$ cat config.mk
export PLATFORM = sky130hd
export DESIGN_NAME = fp_cvt_dw_iter_flat
export DESIGN_NICKNAME = d
export VERILOG_FILES = /design/src/rtl/fp_cvt_dw_iter_if.sv /design/src/rtl/fp_cvt_dw_iter.sv /design/src/flat_wrapper.sv
export SDC_FILE = /design/constraint.sdc
export NUM_CORES = 1
export LEC_CHECK = 0
export BUFFER_PORTS_ARGS = -buffer_cell sky130_fd_sc_hd__buf_4
export CAP_MARGIN = 10
export CORE_ASPECT_RATIO = 1.1
export CORE_MARGIN = 2
export CORE_UTILIZATION = 37
export DETAILED_ROUTE_END_ITERATION = 8
export PLACE_DENSITY = 0.6
export SYNTH_ARGS = -nofsm -noshare
export SYNTH_HDL_FRONTEND = slang
export SYNTH_SLANG_ARGS = --single-unit
$ cat constraint.sdc
create_clock -name clk -period 2.6 [get_ports clk]
set_input_delay 0.26 -clock clk [delete_from_list [all_inputs] [get_ports clk]]
set_output_delay 0.26 -clock clk [all_outputs]
set_load 0.01 [all_outputs]
$ cat src/rtl/fp_cvt_dw_iter_if.sv
// rtl/fp_cvt_dw_iter_if.sv - request/response bundle for the int32 to double converter
//
// Purpose: groups the request handshake (in_valid/in_ready, w, signed_ctrl),
// the result handshake (out_valid/out_ready, d) and the busy status.
// Modports:
//   master - requester/consumer side: drives in_valid, w, signed_ctrl, out_ready
//   slave  - converter side: drives in_ready, out_valid, d, busy

interface fp_cvt_dw_iter_if;
    logic        in_valid;
    logic        in_ready;
    logic [31:0] w;
    logic        signed_ctrl;
    logic        out_valid;
    logic        out_ready;
    logic [63:0] d;
    logic        busy;

    modport master (
        output in_valid,
        output w,
        output signed_ctrl,
        output out_ready,
        input  in_ready,
        input  out_valid,
        input  d,
        input  busy
    );

    modport slave (
        input  in_valid,
        input  w,
        input  signed_ctrl,
        input  out_ready,
        output in_ready,
        output out_valid,
        output d,
        output busy
    );
endinterface

$ cat src/rtl/fp_cvt_dw_iter.sv
// rtl/fp_cvt_dw_iter.sv - iterative int32/uint32 to IEEE-754 double converter
//
// Purpose: converts a 32-bit signed or unsigned integer into a double
// (fcvt.d.w / fcvt.d.wu). The magnitude is normalised by a multi-cycle
// shift loop instead of a priority encoder. Every int32 is exact in double
// precision, so there is no rounding stage.
// Ports:
//   clk  - clock, all state changes on the rising edge
//   rst  - synchronous active-high reset, aborts any in-flight conversion
//   bus  - slave side of fp_cvt_dw_iter_if:
//          in_valid/in_ready  request handshake (in_ready only in IDLE)
//          w, signed_ctrl     operand, sampled only at accept
//          out_valid/out_ready result handshake, d held until accepted
//          d                  {sign, exp[10:0], frac[51:0]}
//          busy               converter not IDLE
// Parameters:
//   FAST_NORM - 0: shift 1 bit per NORM cycle
//               1: shift 8 bits while the top byte is zero, else 1 bit

module fp_cvt_dw_iter #(
    parameter int FAST_NORM = 0
) (
    input  logic             clk,
    input  logic             rst,
    fp_cvt_dw_iter_if.slave  bus
);

    typedef enum logic [1:0] {
        ST_IDLE = 2'd0,
        ST_NORM = 2'd1,
        ST_DONE = 2'd2
    } state_t;

    state_t      state_q;
    logic        sign_q;
    logic [31:0] mag_q;
    logic [4:0]  cnt_q;
    logic [63:0] d_q;

    logic        sign_in;
    logic [31:0] mag_in;
    logic        byte_skip;
    logic [10:0] exp_val;

    // Negating 0x80000000 wraps back to 0x80000000, which read as unsigned
    // is exactly the magnitude 2^31 we need.
    assign sign_in = bus.signed_ctrl & bus.w[31];
    assign mag_in  = sign_in ? (~bus.w + 32'd1) : bus.w;

    // Whole-byte skip only while the top byte is empty, so the 1-bit steps
    // afterwards can never shoot past the leading one.
    assign byte_skip = (FAST_NORM != 0) && (mag_q[31:24] == 8'd0);

    // Biased exponent: leading one started at bit (31 - cnt), bias 1023.
    assign exp_val = 11'd1054 - {6'd0, cnt_q};

    always_ff @(posedge clk) begin
        if (rst) begin
            state_q <= ST_IDLE;
            sign_q  <= 1'b0;
            mag_q   <= 32'd0;
            cnt_q   <= 5'd0;
            d_q     <= 64'd0;
        end else begin
            case (state_q)
                ST_IDLE: begin
                    if (bus.in_valid) begin
                        sign_q <= sign_in;
                        mag_q  <= mag_in;
                        cnt_q  <= 5'd0;
                        if (bus.w == 32'd0) begin
                            // Zero has no leading one; emit +0.0 directly.
                            d_q     <= 64'd0;
                            state_q <= ST_DONE;
                        end else begin
                            state_q <= ST_NORM;
                        end
                    end
                end

                ST_NORM: begin
                    if (mag_q[31]) begin
                        // Implicit one at bit 31 is dropped; the 31 bits
                        // below it are the top of the 52-bit fraction.
                        d_q     <= {sign_q, exp_val, mag_q[30:0], 21'd0};
                        state_q <= ST_DONE;
                    end else if (byte_skip) begin
                        mag_q <= mag_q << 8;
                        cnt_q <= cnt_q + 5'd8;
                    end else begin
                        mag_q <= mag_q << 1;
                        cnt_q <= cnt_q + 5'd1;
                    end
                end

                ST_DONE: begin
                    // Returning to IDLE (not accepting) on the handshake
                    // keeps one dead cycle between output and next accept.
                    if (bus.out_ready) begin
                        state_q <= ST_IDLE;
                    end
                end

                default: begin
                    state_q <= ST_IDLE;
                end
            endcase
        end
    end

    assign bus.in_ready  = (state_q == ST_IDLE);
    assign bus.busy      = (state_q != ST_IDLE);
    assign bus.out_valid = (state_q == ST_DONE);
    assign bus.d         = d_q;

endmodule

$ cat src/flat_wrapper.sv
// flat-port wrapper written by rule: the top's interface ports become plain ports
module fp_cvt_dw_iter_flat 
#(
    parameter int FAST_NORM = 0
)
  (clk, rst, bus_in_valid, bus_w, bus_signed_ctrl, bus_out_ready, bus_in_ready, bus_out_valid, bus_d, bus_busy);
  fp_cvt_dw_iter_if bus_i ();
  input  logic clk;
  input  logic rst;
  input wire logic [$bits(bus_i.in_valid)-1:0] bus_in_valid;
  input wire logic [$bits(bus_i.w)-1:0] bus_w;
  input wire logic [$bits(bus_i.signed_ctrl)-1:0] bus_signed_ctrl;
  input wire logic [$bits(bus_i.out_ready)-1:0] bus_out_ready;
  output wire logic [$bits(bus_i.in_ready)-1:0] bus_in_ready;
  output wire logic [$bits(bus_i.out_valid)-1:0] bus_out_valid;
  output wire logic [$bits(bus_i.d)-1:0] bus_d;
  output wire logic [$bits(bus_i.busy)-1:0] bus_busy;
  assign bus_i.in_valid = bus_in_valid;
  assign bus_i.w = bus_w;
  assign bus_i.signed_ctrl = bus_signed_ctrl;
  assign bus_i.out_ready = bus_out_ready;
  assign bus_in_ready = bus_i.in_ready;
  assign bus_out_valid = bus_i.out_valid;
  assign bus_d = bus_i.d;
  assign bus_busy = bus_i.busy;
  fp_cvt_dw_iter #(.FAST_NORM(FAST_NORM)) u_core (.clk(clk), .rst(rst), .bus(bus_i));
endmodule
# Word-level counts from Yosys, hierarchy flattened

Cells that the tools add are included.

Register bits after elaboration: 104
Output and inout port bits: 67
Input bits: 37
Word-level logic and storage cells: 43

Add/subtract/negate cells: 3
Equality and inequality tests: 7
Reduce and logical (&&, ||, !) cells: 9
Bitwise operators: 2
Muxes and demuxes: 16

Operator list:

| kind                                                                     | number |
|---|---|
| 64-bit two-way mux                                                       | 3 |
| 64-bit one-hot mux with 2 select lines                                   | 1 |
| 32-bit two-way mux                                                       | 3 |
| 32-bit one-hot mux with 2 select lines                                   | 1 |
| 32-bit by 1-bit adder with 32-bit output (second input constant)         | 1 |
| 32-bit zero test                                                         | 1 |
| 32-bit NOT                                                               | 1 |
| 11-bit by 5-bit subtractor with 11-bit output (first input constant)     | 1 |
| 5-bit two-way mux                                                        | 2 |
| 5-bit one-hot mux with 2 select lines                                    | 1 |
| 2-bit two-way mux                                                        | 4 |
| 2-bit inequality test (second input constant)                            | 3 |
| 2-bit one-hot mux with 3 select lines                                    | 1 |
| 3-bit AND reduction                                                      | 2 |
| 5-bit by 1-bit adder with 5-bit output (second input constant)           | 1 |
| 2-bit by 1-bit inequality test with 1-bit output (second input constant) | 2 |
| 2-bit AND reduction                                                      | 2 |
| 4-bit AND reduction                                                      | 1 |
| 2-bit nonzero test                                                       | 2 |
| 2-bit by 1-bit equality test with 1-bit output (second input constant)   | 1 |
| 2-bit equality test (second input constant)                              | 1 |
| 2-bit zero test                                                          | 1 |
| 1-bit AND                                                                | 1 |

# Depth between registers and ports, before layout

Gate-level depths: netlist (run 1).

Depth after elaboration: 5
Depth in mapped cells: 10
Gate-level depth less buffers: 7

# Worst setup path after synthesis (run 1)

No wires, ideal clock.

Path kind: input to register
Start point: input port bus_w[0]
End point: register u_core.d_q[24], in the netlist u_core.bus.d[24]
Buffers on the path: 3
Data required time: 2.483 ns
Library setup time: 0.117 ns
Data arrival time: 2.154 ns
Setup slack: 0.329 ns
Cell stages on the path: 10
Cell sequence: inv_1 -> ha_1 -> or4b_1 -> buf_2 -> nor4_4 -> nand4_2 -> and3_4 -> buf_6 -> buf_6 -> a22o_1

Cells in the longest elaborated chain, start to end: 3

RTL lines:

| element                                                           | line                 | RTL |
|---|---|---|
| start, declared                                                   | flat_wrapper.sv:11   | `input wire logic [$bits(bus_i.w)-1:0] bus_w;` |
| 32-bit zero test                                                  | fp_cvt_dw_iter.sv:71 | `if (bus.w == 32'd0) begin` |
| 2-bit by 1-bit inequality test with 1-bit output (no source line) | --                   |  |
| 4-bit AND reduction (no source line)                              | --                   |  |
| end signal, assigned                                              | fp_cvt_dw_iter.sv:85 | `d_q <= {sign_q, exp_val, mag_q[30:0], 21'd0};` |
| end, declared                                                     | fp_cvt_dw_iter.sv:38 | `logic [63:0] d_q;` |

No other way between the ends.
A chain may end at the register's enable or synchronous reset.

# Worst setup path in the final report (run 1)

Start point: input port bus_w[0]
End point: register u_core.d_q[59], in the netlist u_core.bus.d[59]

The elaborated chain is that of the path after synthesis.

==> results of run 1 <==
-- where the power goes --
group	internal [W]	switching, W	leakage [nW]	total (W)
logic	0.000207	0.000312	1.34	0.000519
registers	0.00133	0.0000721	0.668	0.00140
clock network	0.000766	0.000511	0.146	0.00128
total	0.00230	0.000895	2.15	0.00320
-- synth_stat cells, types with 2 or more instances --
| library cell | instances |
|---|---|
| a2111oi_0 | 2 |
| a211o_1 | 3 |
| a211oi_1 | 9 |
| a21o_1 | 4 |
| a21oi_1 | 31 |
| a221oi_1 | 3 |
| a22o_1 | 33 |
| a22oi_1 | 11 |
| a31oi_1 | 5 |
| and3_1 | 5 |
| and4_1 | 2 |
| buf_2 | 2 |
| buf_4 | 22 |
| buf_6 | 4 |
| clkbuf_1 | 30 |
| dfxtp_1 | 82 |
| ha_1 | 4 |
| inv_1 | 4 |
| mux2i_1 | 6 |
| nand2_1 | 36 |
| nand2b_1 | 3 |
| nand3_1 | 13 |
| nand4_1 | 2 |
| nor2_1 | 35 |
| nor2b_1 | 3 |
| nor3_1 | 16 |
| nor3b_1 | 3 |
| nor4_1 | 11 |
| nor4b_1 | 2 |
| o21a_1 | 5 |
| o21ai_0 | 29 |
| o22ai_1 | 4 |
| o31ai_1 | 5 |
| o32ai_1 | 2 |
| o41ai_1 | 5 |
| or2_2 | 2 |
| or3_1 | 9 |
| or3b_2 | 2 |
| or4_1 | 7 |
| xnor2_1 | 9 |
| xor2_1 | 10 |
-- worst min-delay path by stage --
stage,start,endpoint,cells past startpoint
finish,bus_out_ready,u_core.state_q[1],3
global route,rst,u_core.mag_q[10],2
CTS,bus_w[0],u_core.mag_q[0],3
detailed placement,u_core.bus.d[53],u_core.bus.d[53],1
global placement,u_core.bus.d[53],u_core.bus.d[53],1
floorplan,bus_w[0],u_core.mag_q[0],2
-- metrics by stage --
step                      utilization [%]  instance area, um^2  total power (W)  hold WS (ns)
final                                47.6                 5240          0.00320         0.210
after global routing                 47.6                 5240          0.00334         0.214
after CTS                            47.6                 5240          0.00322         0.203
after detailed placement             44.9                 4940          0.00194         0.447
after global placement               44.9                 4940          0.00193         0.451
after floorplan                         -                 4300          0.00175         0.422
-- flip-flops by register name, indices dropped and copies added, names as in the netlist --
name            cells
u_core.mag_q       32
u_core.sign_q       1
u_core.bus.d       42
u_core.cnt_q        5
u_core.state_q      2
-- critical path, stage by stage --
cell and delay (ns):
buf_4 0.12, inv_1 0.05, ha_1 0.18, or4b_1 0.56, nor4_4 0.39, nand4_2 0.21, buf_4 0.24, a211o_1 0.31
a21oi_1 0.13
-- cell families after synthesis --
kind of cell	Yosys count	share of synthesized area [%]
xor gates and xnor gates	19	3.94
buffers and inverters	63	8.32
adders and majority gates	4	1.18
and+or+nand+nor	158	19.8
muxes	6	1.42
DFF	82	38.9
other	1	0.0888
AOI/OAI and AO/OA	160	26.4
-- cell type report --
| cell class | instances | area, um^2 | share of cell area (%) |
|---|---|---|---|
| Clock inverter | 4 | 52.6 | 1.00 |
| Timing Repair Buffer | 104 | 781 | 14.9 |
| Inverter | 4 | 15.0 | 0.287 |
| Sequential cell | 82 | 1640 | 31.3 |
| Tap cell | 147 | 184 | 3.51 |
| Clock buffer | 11 | 243 | 4.64 |
| Multi-Input combinational cell | 368 | 2320 | 44.3 |
-- layer usage --
layer	part of all wire [%]	track usage (%)	up-vias
li1	-	-	1966
met3	5.7	3.54	20
met2	49	34.3	153
met1	43	25.1	1887
met5	0	0	-
met4	2.5	9.30	0
==> impl_results.md, run 1 <==
* Ys async rst share at 0%
* Nets@finish at 610
* Setup crit start: bus_w[0]
* DR pass1 iterations at 5
* Ys Warns at 0
* CP max FO at 12
* Cell area after synthesis at 4230 um^2
* H-Tree Depth at 3
* I/O Pins at 104
* Tcrit/Tclk final at 84.2%
* Post-cts sizing count at 0
* Worst Hold Class: in -> reg
* Die X at 106 um
* Worst-path clk slew at 0.06 ns
* Synth cell types at 59
* Number of global-route vias before repair at 3873
* Leakage at 2.15 nW
* Via count at 4026
* Gp weighted congestion at 0.921
* Top_reg_cell synth: dfxtp_1
* Final Hold Fails at 0
* Routed Antenna Nets at 0
* #FFs+latches synth at 82
* Slew Viols, Final at 0
* CTS tree: yes
* Number of setup violations in the final report at 0
* Synth area leaders: dfxtp_1, a22o_1, buf_4
* PnR worst setup slack at 0.411 ns
* Register area share after synthesis at 38.9%
* Post-layout minimum cycle time at 2.19 ns
* IO buf count at 82
* Total track usage at 20.2%
* Vias/cell at 5.59
* Outcome: complete, no violations
* # diodes at 0
* Initial antenna violation count at 0
* Cell accounting for the most synthesized area: dfxtp_1
* R2R Setup Slk at 0.44 ns
* Pwr dens at 611 nW/um^2
* Commonest non-fill, non-tap cell in the layout: buf_4
* Routed wire per std cell at 17.0 um
* Worst skew pair latency at 0.34 ns
* Inst Count DP at 705
* Data arrival, critical path at 2.46 ns
* CTS Buffer Depth at 2
* Root Buffer: clkbuf_16
* DIE HEIGHT at 116 um
* Largest net degree at the start of global routing at 35
* RSZ-0062 raised after global routing: false
* TritonCTS buffer count at 9
* Overflow left after global routing at 0
* CORE AREA at 11000 um^2
* Row Count at 40
* Clk sink count at 82
* Most frequent cells in the layout: buf_4, dfxtp_1, nand2_1
* Non-filler instance count after layout at 720
* Max rail drop VDD at 276 uV
* # DRC at 0
* CP endpoint kind: flip-flop
* Number of synthesized flops with an enable pin at 0
* Starting Density at 38.4%
* Syn avg cell area at 8.57 um^2
* Worst r2r dst: u_core.mag_q[22]
* Routed wire length at 12.2 mm
* Die area at 12300 um^2
* Worst-Margin Slew at 0.803 ns
* Share of cells above drive strength 1 at 22.5%
* Worst Clk Skew at 0.00582 ns
* Slew headroom at 46.3%
* Area Overhead vs Synth at 23.9%
* Post-CTS Setup Inserts at 0
* Max-cap violations at 0
* Hold-fix buffers, CTS at 0
* Detailed Place HPWL at 8.57 mm
* Pre-CTS setup slack at 0.0701 ns
* Synth Instances at 493
* Critical path capture point: u_core.bus.d[59]
* CP Launch Type: primary input
* WS Path Type: in -> reg
* DRT iter0 DRCs at 237
* F_max at 0.457 GHz
* Worst R2R Start: u_core.state_q[0]
* Post-synth top area share at 38.9%
* Fillers at 1109
* First-pass GRT wire length at 19.4 mm
* Setup_tns at 0 ns
* R2R cell count at 5
* Required time of the critical path at 2.87 ns
Power figures use the tool's default switching activity.
==> run 2: changes to the inputs <==
Clock period 2.6 ns to 2.24 ns, I/O delays scaled along.
==> impl_results.md, run 2 (same netlist as run 1, synthesis figures left out) <==
* Outcome: complete, no violations (unchanged)
* Number of global-route vias before repair at 3989 (was 3873)
* Critical-path cell with the highest stage delay: or4b_1 (unchanged)
* Placed inst area at 5160 um^2 (was 4940 um^2)
* Largest net degree at the start of global routing at 35 (unchanged)
* Vias/cell at 5.54 (was 5.59)
* Gp weighted congestion at 0.897 (was 0.921)
* Tcrit/Tclk final at 93.5%
* Die area at 12300 um^2 (unchanged)
* Worst Hold Class: in -> reg (unchanged)
* DIE HEIGHT at 116 um (unchanged)
* Total track usage at 21.5% (was 20.2%)
* Fin Hold WS at 0.165 ns (was 0.210 ns)
* Max incr delay on CP at 0.54 ns (was 0.56 ns)
* Leakage at 2.30 nW (was 2.15 nW)
* F_max at 0.477 GHz
* Die X at 106 um (unchanged)
* First-pass GRT wire length at 20.8 mm (was 19.4 mm)
* CTS Buffer Depth at 2 (unchanged)
* Clk sink count at 82 (unchanged)
* Post-CTS Setup Inserts at 0 (unchanged)
* Non-filler instance count after layout at 750 (was 720)
* Largest register FFs at 42 (unchanged)
* Starting Density at 38.4% (unchanged)
* Routed Antenna Nets at 0 (unchanged)
* DR pass1 iterations at 6 (was 5)
* Via count at 4157 (was 4026)
* Most frequent cells in the layout: buf_4, dfxtp_1, nand2_1 (unchanged)
* CP max FO at 10 (was 12)
* Data arrival, critical path at 2.32 ns (was 2.46 ns)
* Post-cts sizing count at 0 (unchanged)
* Metal2 WL at 6.29 mm (was 5.94 mm)
* Pwr dens at 699 nW/um^2 (was 611 nW/um^2)
* Commonest non-fill, non-tap cell in the layout: buf_4 (unchanged)
* Overflow left after global routing at 0 (unchanged)
* Root Buffer: clkbuf_16 (unchanged)
* Number of setup violations in the final report at 0 (unchanged)
* Inst Count DP at 734 (was 705)
* Hold-fix buffers, CTS at 0 (unchanged)
* Worst skew pair latency at 0.34 ns (about the same)
* Max rail drop VDD at 382 uV (was 276 uV)
* IO buf count at 82 (unchanged)
* Setup_tns at 0 ns (unchanged)
* Crit path cell chain: buf_4 > inv_1 > ha_1 > or4b_1 > nor4_1 > buf_4 > buf_4 > a2111oi_0 > or3_1 (was buf_4 > inv_1 > ha_1 > or4b_1 > nor4_4 > nand4_2 > buf_4 > a211o_1 > a21oi_1)
* Post-layout minimum cycle time at 2.09 ns
* Share of cells above drive strength 1 at 26.4% (was 22.5%)
* CP endpoint kind: flip-flop (unchanged)
* CTS tree: yes (unchanged)
* Slew Viols, Final at 0 (unchanged)
* Detailed Place HPWL at 9.36 mm (was 8.57 mm)
* TritonCTS buffer count at 9 (unchanged)
* Uppermost routed layer: met4 (unchanged)
* CP Launch Type: primary input (unchanged)
* I/O Pins at 104 (unchanged)
* Worst Clk Skew at 0.00563 ns (was 0.00582 ns)
* Final core utilization at 49.7% (was 47.6%)
* Design area at 5480 um^2 (was 5240 um^2)
* CORE AREA at 11000 um^2 (unchanged)
* Routed wire length at 13.0 mm (was 12.2 mm)
* WS Path Type: in -> reg (unchanged)
* Met3 WL at 526 um (was 696 um)
* Fillers at 1071 (was 1109)
* Worst-Margin Slew at 0.691 ns (was 0.803 ns)
* Slew headroom at 53.5% (was 46.3%)
* WL met1 at 5.99 mm (was 5.27 mm)
* Final Hold Fails at 0 (unchanged)
* # diodes at 0 (unchanged)
* Max-cap violations at 0 (unchanged)
* Required time of the critical path at 2.46 ns (was 2.87 ns)
* Nets@finish at 639 (was 610)
* H-Tree Depth at 3 (unchanged)
* Area Overhead vs Synth at 29.6% (was 23.9%)
* # DRC at 0 (unchanged)
* RSZ-0062 raised after global routing: false (unchanged)
* Crit-path most repeated cell: buf_4 (unchanged)
* DRT iter0 DRCs at 226 (was 237)
* Routed wire per std cell at 17.4 um (was 17.0 um)
* Initial antenna violation count at 0 (unchanged)
* Row Count at 40 (unchanged)
* Worst-path clk slew at 0.06 ns (about the same)
[run 2: cell types whose count changed in the layout (fill, tap and decap cells not counted)]
cell and delta:
clkbuf_8 +2, clkinv_4 -1, clkinv_2 -1, buf_4 +29, clkinvlp_4 +1
[run 2: final cells by class]
class / count / area (um^2) / area share (%)
multi-input cells: 368 / 2320 / 42.4
well taps: 147 / 184 / 3.36
clock buffers: 13 / 270 / 4.94
flip-flops and latches: 82 / 1640 / 30.0
repair buffers: 133 / 998 / 18.2
clock inverters: 3 / 46.3 / 0.846
inverters: 4 / 15.0 / 0.274
[run 2: worst paths after layout]
kind / depth (start not counted) / startpoint / end / slack (ns)
worst max-delay path: 9 / bus_w[0] / u_core.mag_q[30] / 0.15
worst min-delay path: 3 / bus_out_ready / u_core.state_q[1] / 0.16
worst max register to register: 7 / u_core.mag_q[31] / u_core.bus.d[61] / 0.19
worst min register to register: 2 / u_core.sign_q / u_core.sign_q / 0.46
[run 2: worst max-delay path, delay by kind of cell]
kind / cells / cell delay [ns]
simple gates: 3 / 1.33
compound gates: 1 / 0.10
fa+ha+maj: 1 / 0.15
buf+inv: 4 / 0.52
[run 2: per-stage QoR]
stage	setup slack, ns	power, W
after global routing	0.0441	0.00398
after global placement	-0.169	0.00229
after floorplan	0.00503	0.00203
final	0.145	0.00383
after detailed placement	-0.199	0.00230
after CTS	0.140	0.00384
[run 2: report_power, final]
group	switching (W)	internal (W)
Clock	0.000591	0.000957
Sequential	0.0000860	0.00154
Combinational	0.000378	0.000270
Total	0.00106	0.00277
[run 2: per-layer routing]
metal | global-route usage, % | vias to the layer above
li1 | - | 2018
met2 | 36.4 | 141
met1 | 27.4 | 1977
met5 | 0 | -
met3 | 3.26 | 21
met4 | 8.86 | 0
==> run 3: changes to the inputs <==
Settings changed: BUFFER_PORTS_ARGS -buffer_cell sky130_fd_sc_hd__buf_4 to unset, DONT_BUFFER_PORTS set to 1, PLACE_DENSITY 0.6 to 0.52.
==> impl_results.md, run 3 (same netlist as run 1, synthesis figures left out) <==
* Number of global-route vias before repair at 3618 (was 3989)
* DIE HEIGHT at 116 um (unchanged)
* CP endpoint kind: flip-flop (unchanged)
* Largest net degree at the start of global routing at 37 (was 35)
* Share of cells above drive strength 1 at 12.3% (was 26.4%)
* Post-CTS Setup Inserts at 0 (unchanged)
* F_max at 0.487 GHz (was 0.477 GHz)
* Routed wire length at 12.6 mm (was 13.0 mm)
* First-pass GRT wire length at 19.5 mm (was 20.8 mm)
* CP max FO at 9 (was 10)
* Max-cap violations at 0 (unchanged)
* Post-layout minimum cycle time at 2.05 ns (was 2.09 ns)
* Leakage at 1.80 nW (was 2.30 nW)
* Row Count at 40 (unchanged)
* Worst skew pair latency at 0.35 ns (was 0.34 ns)
* Tcrit/Tclk final at 91.6% (was 93.5%)
* Clk sink count at 82 (unchanged)
* CTS Buffer Depth at 2 (unchanged)
* Detailed Place HPWL at 8.89 mm (was 9.36 mm)
* Gp weighted congestion at 0.881 (was 0.897)
* Design area at 4740 um^2 (was 5480 um^2)
* CORE AREA at 11000 um^2 (unchanged)
* IO buf count at 0 (was 82)
* Pwr dens at 769 nW/um^2 (was 699 nW/um^2)
* # diodes at 0 (unchanged)
* Largest register FFs at 42 (unchanged)
* Slew headroom at 65.8% (was 53.5%)
* Placed inst area at 4420 um^2 (was 5160 um^2)
* Starting Density at 38.4% (unchanged)
* Via count at 3765 (was 4157)
* Nets@finish at 542 (was 639)
* I/O Pins at 104 (unchanged)
* WS Path Type: reg -> reg (was in -> reg)
* Total track usage at 20.5% (was 21.5%)
* Worst Clk Skew at 0.00737 ns (was 0.00563 ns)
* Setup_tns at 0 ns (unchanged)
* Worst-path clk slew at 0.06 ns (about the same)
* CTS tree: yes (unchanged)
* Routed Antenna Nets at 0 (unchanged)
* Vias/cell at 5.77 (was 5.54)
* CP Launch Type: flip-flop (was primary input)
* TritonCTS buffer count at 9 (unchanged)
* Commonest non-fill, non-tap cell in the layout: dfxtp_1 (was buf_4)
* Most frequent cells in the layout: dfxtp_1, nand2_1, buf_4 (was buf_4, dfxtp_1, nand2_1)
* Root Buffer: clkbuf_16 (unchanged)
* Outcome: complete, no violations (unchanged)
* Fillers at 1130 (was 1071)
* Initial antenna violation count at 0 (unchanged)
* R2R Setup Slk at 0.19 ns (about the same)
* Number of setup violations in the final report at 0 (unchanged)
* DRT iter0 DRCs at 245 (was 226)
* Slew Viols, Final at 0 (unchanged)
* H-Tree Depth at 3 (unchanged)
* DR pass1 iterations at 5 (was 6)
* Routed wire per std cell at 19.3 um (was 17.4 um)
* # DRC at 0 (unchanged)
* Worst Hold Class: in -> reg (unchanged)
* Final Hold Fails at 0 (unchanged)
* Die area at 12300 um^2 (unchanged)
* Worst-Margin Slew at 0.508 ns (was 0.691 ns)
* Area Overhead vs Synth at 12.1% (was 29.6%)
* Die X at 106 um (unchanged)
* Max rail drop VDD at 299 uV (was 382 uV)
* Overflow left after global routing at 0 (unchanged)
* Required time of the critical path at 2.53 ns (was 2.46 ns)
* RSZ-0062 raised after global routing: false (unchanged)
* Data arrival, critical path at 2.35 ns (was 2.32 ns)
[run 3: cell count changes in the layout (fill, tap and decap cells not counted)]
cell,delta
clkbuf_8,-3
buf_4,-98
clkinv_2,+2
buf_12,+1
inv_6,+2
clkinv_4,-1
[run 3: layer usage]
layer  GRT usage, %  vias to the layer above  part of all wire (%)
met5              0                        -                     0
li1               -                     1822                     -
met3           6.30                       19                   7.5
met4           7.72                        0                   2.3
met2           34.4                      144                    48
met1           24.9                     1780                    42
[run 3: worst paths after layout]
kind	cells after the start	from	to
worst min-delay path	2	rst	u_core.mag_q[19]
worst min register to register	2	u_core.sign_q	u_core.sign_q
worst max register to register	7	u_core.state_q[0]	u_core.mag_q[30]
worst max-delay path	7	u_core.state_q[0]	u_core.mag_q[30]
[run 3: critical path, stage by stage, from the launching register on]
cell,delay [ns]
dfxtp_1,0.37
buf_4,0.18
nor2b_1,0.12
buf_4,0.18
nor2_1,0.39
o21ai_0,0.23
a2111oi_0,0.38
or3_1,0.16
[run 3: stage by stage]
| step | power [W] | hold slack, ns | util [%] | setup WS (ns) | cells |
|---|---|---|---|---|---|
| final | 0.00364 | 0.0513 | 43.0 | 0.188 | 653 |
| after detailed placement | 0.00216 | 0.300 | 40.2 | 0.0118 | 636 |
| after floorplan | 0.00203 | 0.386 | - | 0.00503 | 513 |
| after global placement | 0.00215 | 0.300 | 40.2 | 0.0565 | 636 |
| after CTS | 0.00368 | 0.0362 | 43.0 | 0.177 | 653 |
| after global routing | 0.00379 | 0.0480 | 43.0 | 0.0341 | 653 |
[run 3: layout make-up]
cell class              count  area, um^2  share of cell area (%)
inverters                   4        15.0                   0.317
well taps                 147         184                    3.88
clock buffers              10         229                    4.83
clock inverters             6        65.1                    1.37
multi-input cells         368        2320                    49.0
flip-flops and latches     82        1640                    34.7
repair buffers             36         283                    5.97
[run 3: power by group]
| part | internal, W | switching (W) | total (W) | leakage [nW] |
|---|---|---|---|---|
| clock network | 0.000868 | 0.000630 | 0.00150 | 0.143 |
| registers | 0.00154 | 0.0000852 | 0.00163 | 0.668 |
| logic | 0.000199 | 0.000317 | 0.000516 | 0.992 |
| total | 0.00261 | 0.00103 | 0.00364 | 1.80 |
[run 3: what timing repair did]
| action | CTS | global route |
|---|---|---|
| hold buffers | 1 | 0 |
| hold endpoints to repair | 36 | 0 |
| resized for setup | 0 | 0 |
